## config.mk

```make
export PLATFORM = sky130hd
export DESIGN_NAME = double_ask_rx
export DESIGN_NICKNAME = d
export VERILOG_FILES = /design/src/rtl/double_ask_rx.sv
export SDC_FILE = /design/constraint.sdc
export NUM_CORES = 1
export LEC_CHECK = 0
export CORE_UTILIZATION = 30
export CTS_BUF_LIST = sky130_fd_sc_hd__clkbuf_16
export CTS_CLUSTER_DIAMETER = 100
export CTS_CLUSTER_SIZE = 8
export DETAILED_ROUTE_END_ITERATION = 10
export HOLD_SLACK_MARGIN = 0.1
export PLACE_DENSITY = 0.51
export SLEW_MARGIN = 10
export SYNTH_ARGS = -nofsm -noshare
export SYNTH_HDL_FRONTEND = slang
export SYNTH_SLANG_ARGS = --single-unit
```

## constraint.sdc

```tcl
create_clock -name sys_clk -period 7.1 [get_ports sys_clk]
set_input_delay 1.065 -clock sys_clk [delete_from_list [all_inputs] [get_ports sys_clk]]
set_output_delay 1.065 -clock sys_clk [all_outputs]
set_load 0.01 [all_outputs]
```

## src/rtl/double_ask_rx.sv

```systemverilog
// 2ASK receiver: counts above-threshold samples per bit window and decides each bit by a minimum hit count.
// Define DOUBLE_ASK_RX_BIT_OUT_EN to add the per-bit outputs bit_out and bit_strobe.
module double_ask_rx #(
  parameter int unsigned B_FREQ  = 'd49,
  parameter logic [15:0] THRESH  = 16'd256,
  parameter int unsigned MIN_CNT = 'd25
) (
  input  logic        sys_clk,
  input  logic        sys_rst_n,
  input  logic [15:0] mod_in,
  input  logic        frame_sync,
  output logic [15:0] data_out,
  output logic        data_valid,
  output logic        busy
`ifdef DOUBLE_ASK_RX_BIT_OUT_EN
  ,
  output logic        bit_out,
  output logic        bit_strobe
`endif
);

  localparam int unsigned FREQ_W = 6;
  localparam int unsigned BIT_W  = 5;
  localparam int unsigned HIT_W  = 7;
  localparam int unsigned WORD_W = 16;

  typedef enum logic {
    IDLE = 1'b0,
    RECV = 1'b1
  } state_e;

  state_e              state_q;
  logic [FREQ_W-1:0]   freq_cnt_q;
  logic [BIT_W-1:0]    bit_cnt_q;
  logic [HIT_W-1:0]    hit_cnt_q;
  logic [WORD_W-1:0]   shift_q;
  logic [WORD_W-1:0]   data_out_q;
  logic                data_valid_q;
  logic                busy_q;

  logic                hit_c;
  logic [HIT_W:0]      hit_sum_c;
  logic [HIT_W-1:0]    hit_sat_c;
  logic                win_close_c;
  logic                last_win_c;
  logic                bit_c;
  logic [WORD_W-1:0]   shift_d;

  // Window bookkeeping; the closing sample is folded into the decision.
  always_comb begin
    hit_c       = (mod_in > THRESH);
    hit_sum_c   = (HIT_W+1)'(hit_cnt_q) + (HIT_W+1)'(hit_c);
    hit_sat_c   = (hit_cnt_q == {HIT_W{1'b1}}) ? hit_cnt_q : hit_sum_c[HIT_W-1:0];
    win_close_c = (state_q == RECV) && (freq_cnt_q == FREQ_W'(B_FREQ));
    last_win_c  = win_close_c && (bit_cnt_q == BIT_W'(WORD_W));
    bit_c       = (hit_sum_c >= (HIT_W+1)'(MIN_CNT));
    shift_d     = {shift_q[WORD_W-2:0], bit_c};
  end

  // Receive FSM; a sampled frame_sync always wins and restarts window 1.
  always_ff @(posedge sys_clk) begin
    if (!sys_rst_n) begin
      state_q      <= IDLE;
      freq_cnt_q   <= '0;
      bit_cnt_q    <= '0;
      hit_cnt_q    <= '0;
      shift_q      <= '0;
      data_out_q   <= '0;
      data_valid_q <= 1'b0;
      busy_q       <= 1'b0;
    end else begin
      data_valid_q <= 1'b0;
      if (state_q == RECV) begin
        if (win_close_c) begin
          freq_cnt_q <= '0;
          hit_cnt_q  <= '0;
          bit_cnt_q  <= bit_cnt_q + BIT_W'(1);
          shift_q    <= shift_d;
          if (last_win_c) begin
            data_out_q   <= shift_d;
            data_valid_q <= 1'b1;
            state_q      <= IDLE;
            busy_q       <= 1'b0;
          end
        end else begin
          freq_cnt_q <= freq_cnt_q + FREQ_W'(1);
          hit_cnt_q  <= hit_sat_c;
        end
      end
      if (frame_sync) begin
        state_q    <= RECV;
        busy_q     <= 1'b1;
        freq_cnt_q <= '0;
        bit_cnt_q  <= BIT_W'(1);
        hit_cnt_q  <= '0;
        shift_q    <= '0;
      end
    end
  end

  assign data_out   = data_out_q;
  assign data_valid = data_valid_q;
  assign busy       = busy_q;

`ifdef DOUBLE_ASK_RX_BIT_OUT_EN
  logic bit_out_q;
  logic bit_strobe_q;

  // Per-bit strobe, suppressed for a window cut short by an aborting frame_sync.
  always_ff @(posedge sys_clk) begin
    if (!sys_rst_n) begin
      bit_out_q    <= 1'b0;
      bit_strobe_q <= 1'b0;
    end else begin
      bit_strobe_q <= win_close_c && (!frame_sync || last_win_c);
      if (win_close_c) begin
        bit_out_q <= bit_c;
      end
    end
  end

  assign bit_out    = bit_out_q;
  assign bit_strobe = bit_strobe_q;
`endif

endmodule

```

==> metrics.txt <==
crit path launch type=primary input; vias after detailed routing=1,807; Post-synth ARST share=0; largest net degree at the start of global routing=26; Crit Reg-Reg Startpoint=state_q$_SDFF_PN0_; number of global-route vias before repair=1,616; fin. max-slew vios=0; worst-skew pair later-pin latency=0.28 ns; CP max FO=4; CTS Sinks=52; wire length on met1=2.43 mm; DIE AREA=8010 um2; slew at the pin closest to its max-slew limit=1.12 ns; Max-Slew Margin vs Limit=0.252; delay-heaviest family, CP=simple AND/OR/NAND/NOR gates; post-synthesis sequential area ratio=0.453; Post-DP Area=2700 um2; Worst path slowest cell=or4_1; Critical Path Stages=10; CP required=7.26 ns; hpwl dp=3.04 mm; commonest non-fill, non-tap cells in the layout=dfxtp_1 (52), nand2_1 (42), clkdlybuf4s50_1 (36); Row Count=31; Pre-Repair DR Iteration Count=6; die height=89.5 um; # setup viols final=0; Max Cap Violations=0; share of layout cells above drive strength 1=0.0315; Synth Area in Compound Gates=0.129; flop-to-flop setup slack=4.51 ns; switching power=0.116 mW; Avg Inst Size Synth=8.87 um2; worst reg2reg path depth=4; met3 wire len=86 um; Final Hold Viols=0; buffer levels on the longest clock path=2; Starting Density=0.313; met2 WL=2.10 mm; Num CTS Buffers=5; pre-CTS WS=3.09 ns; fin nets=310; WP data arrival=3.87 ns; Clk pwr share=0.418; Synth Net Count=284; # Post-CTS Setup Buffers=0; worst vdd ir=89.0 uV; GR Overflow Total=0; Max Fclk=269 MHz; final setup margin=3.39 ns; I/O pin cnt=37; Worst Setup SP=mod_in[4]; GP Congestion=0.775; PD cells=194 nW/um2; Die W=89.5 um; Setup CP Type=primary input to register; outcome=completed; RSZ-0062 raised after global routing=false; min Tclk post-route=3.71 ns; CTS H-Tree Depth=2; non-filler cells, final=385; Clock Skew=0.00372 ns; Hold Crit Class=register to register; Final Cell Area=2840 um2; Root Buffer=clkbuf_16; Synth Area in XOR/XNOR=0.0343; commonest non-fill, non-tap cell in the layout=dfxtp_1; Worst Hold Path Cells=2; ANT cells=0; DP Cell Count=377; part of the power in registers=0.537; Synth-to-Final Area Change=23.7%; core area=7330 um2; first-pass GRT wire length=7.91 mm; adder-cell area share of the yosys netlist=0.0327; WL/cell=12.1 um; Port Buffers=36; Hold WS=0.468 ns; Setup crit end=shift_q[0]$_SDFFE_PP0P_; Mapped Cells=259; Distinct cells, synth=40; Setup TNS=0 ns; main combinational cell family by area after synthesis=simple AND/OR/NAND/NOR gates; GRT Util Overall=0.128; Post-Route WL=4.67 mm; number of hold buffers added after CTS=0; EDFF count, synth=0; Vias per Instance=4.69; internal power=0.437 mW; worst path cell trace=clkdlybuf4s50_1, or4_1, o21ai_0, nand3_1, ha_1, ha_1, or4b_1, a311o_1, a21oi_1, a21oi_1; post-route ant nets=0; Post-Syn Area=2300 um2; Final Cycle Share=0.523; static leakage=0.903 nW; drt initial violations=65; share of the core filled with cells=0.388; FF-to-FF End=data_out[6]$_SDFFE_PN0P_; Power Total=0.553 mW; Seq cells post-synth=52; Post-synth top flop=dfxtp_1; synth warn=0; mux cell area share after synthesis=0.0697; Critical path buffers and inverters=1; post_cts resized=0; Worst path max stage delay=0.50 ns; CTS tree=done; Synth Area in Simple Gates=0.240; initial antenna violation count=0; crit end category=register; clk slew on worst S/H paths=0.07 ns; drt drc=0; sw frac=0.210; Comb pwr share=0.045; uppermost layer routed=met4
## synth_stat cells, drive strengths merged, types with 2 or more instances
library cell,number,area share
or4,2,0.0065
ha,6,0.033
clkbuf,10,0.017
o21ai,4,0.0087
o21a,4,0.013
a21oi,25,0.054
nand3,4,0.0087
a31oi,3,0.0082
nor2,10,0.016
and4b,2,0.0087
nand2,42,0.069
o22ai,2,0.0054
a31o,2,0.0076
buf,7,0.017
and2,5,0.015
xnor2,3,0.011
nand2b,3,0.0082
a211oi,4,0.013
xor2,6,0.023
dfxtp,52,0.45
inv,4,0.0065
nor2b,20,0.054
or4b,2,0.0087
mux2i,16,0.070
and3,4,0.011
nand4,7,0.019
## worst reg2reg max path: cells and delay by family (launching register included)
family / cells / cell delay [ns]
AND/OR/NAND/NOR: 3 / 1.45
flip-flops: 1 / 0.75
multiplexers: 1 / 0.29
## power groups by stage
stage	Clock, mW	Sequential [mW]	Combinational [mW]
3_3_place_gp	0	0.303	0.0250
2_1_floorplan	0	0.301	0.0133
3_5_place_dp	0	0.303	0.0253
5_1_grt	0.253	0.297	0.0277
6_report	0.231	0.297	0.0249
4_1_cts	0.238	0.297	0.0253
## metal layers
| metal | vias to the layer above | global-route usage |
|---|---|---|
| met5 | - | 0 |
| met4 | 0 | 0.0346 |
| met3 | 4 | 0.0222 |
| met2 | 24 | 0.198 |
| met1 | 835 | 0.182 |
| li1 | 944 | - |
## cells by family after synthesis
logic type      count (synthesis)
flops                          52
buf+inv                        21
fa+ha+maj                       6
xor+xnor                        9
mux                            16
simple gates                  106
compound gates                 49
## flip-flops by register name (all words and copies together), names as in the netlist
name        count
hit_cnt_q       7
busy            1
data_valid      1
shift_q        15
data_out       16
bit_cnt_q       5
freq_cnt_q      6
state_q         1
## layout make-up
cell class / instances / area [um2]
clock buffers: 5 / 125
fillers: 726 / 4490
inverters: 4 / 15.0
multi-input cells: 186 / 1160
repair buffers: 36 / 360
clock inverters: 3 / 15.0
well taps: 99 / 124
flip-flops and latches: 52 / 1040
## worst min-delay path by stage
stage / start / end / slack (ns)
CTS: shift_q[9]$_SDFFE_PP0P_ / shift_q[10]$_SDFFE_PP0P_ / 0.47
floorplan: shift_q[14]$_SDFFE_PP0P_ / shift_q[14]$_SDFFE_PP0P_ / 0.44
global route: shift_q[6]$_SDFFE_PP0P_ / shift_q[7]$_SDFFE_PP0P_ / 0.49
global placement: shift_q[6]$_SDFFE_PP0P_ / shift_q[7]$_SDFFE_PP0P_ / 0.46
detailed placement: shift_q[9]$_SDFFE_PP0P_ / shift_q[10]$_SDFFE_PP0P_ / 0.46
finish: shift_q[7]$_SDFFE_PP0P_ / shift_q[8]$_SDFFE_PP0P_ / 0.47
Note: power is estimated with default switching activity, not from simulation.
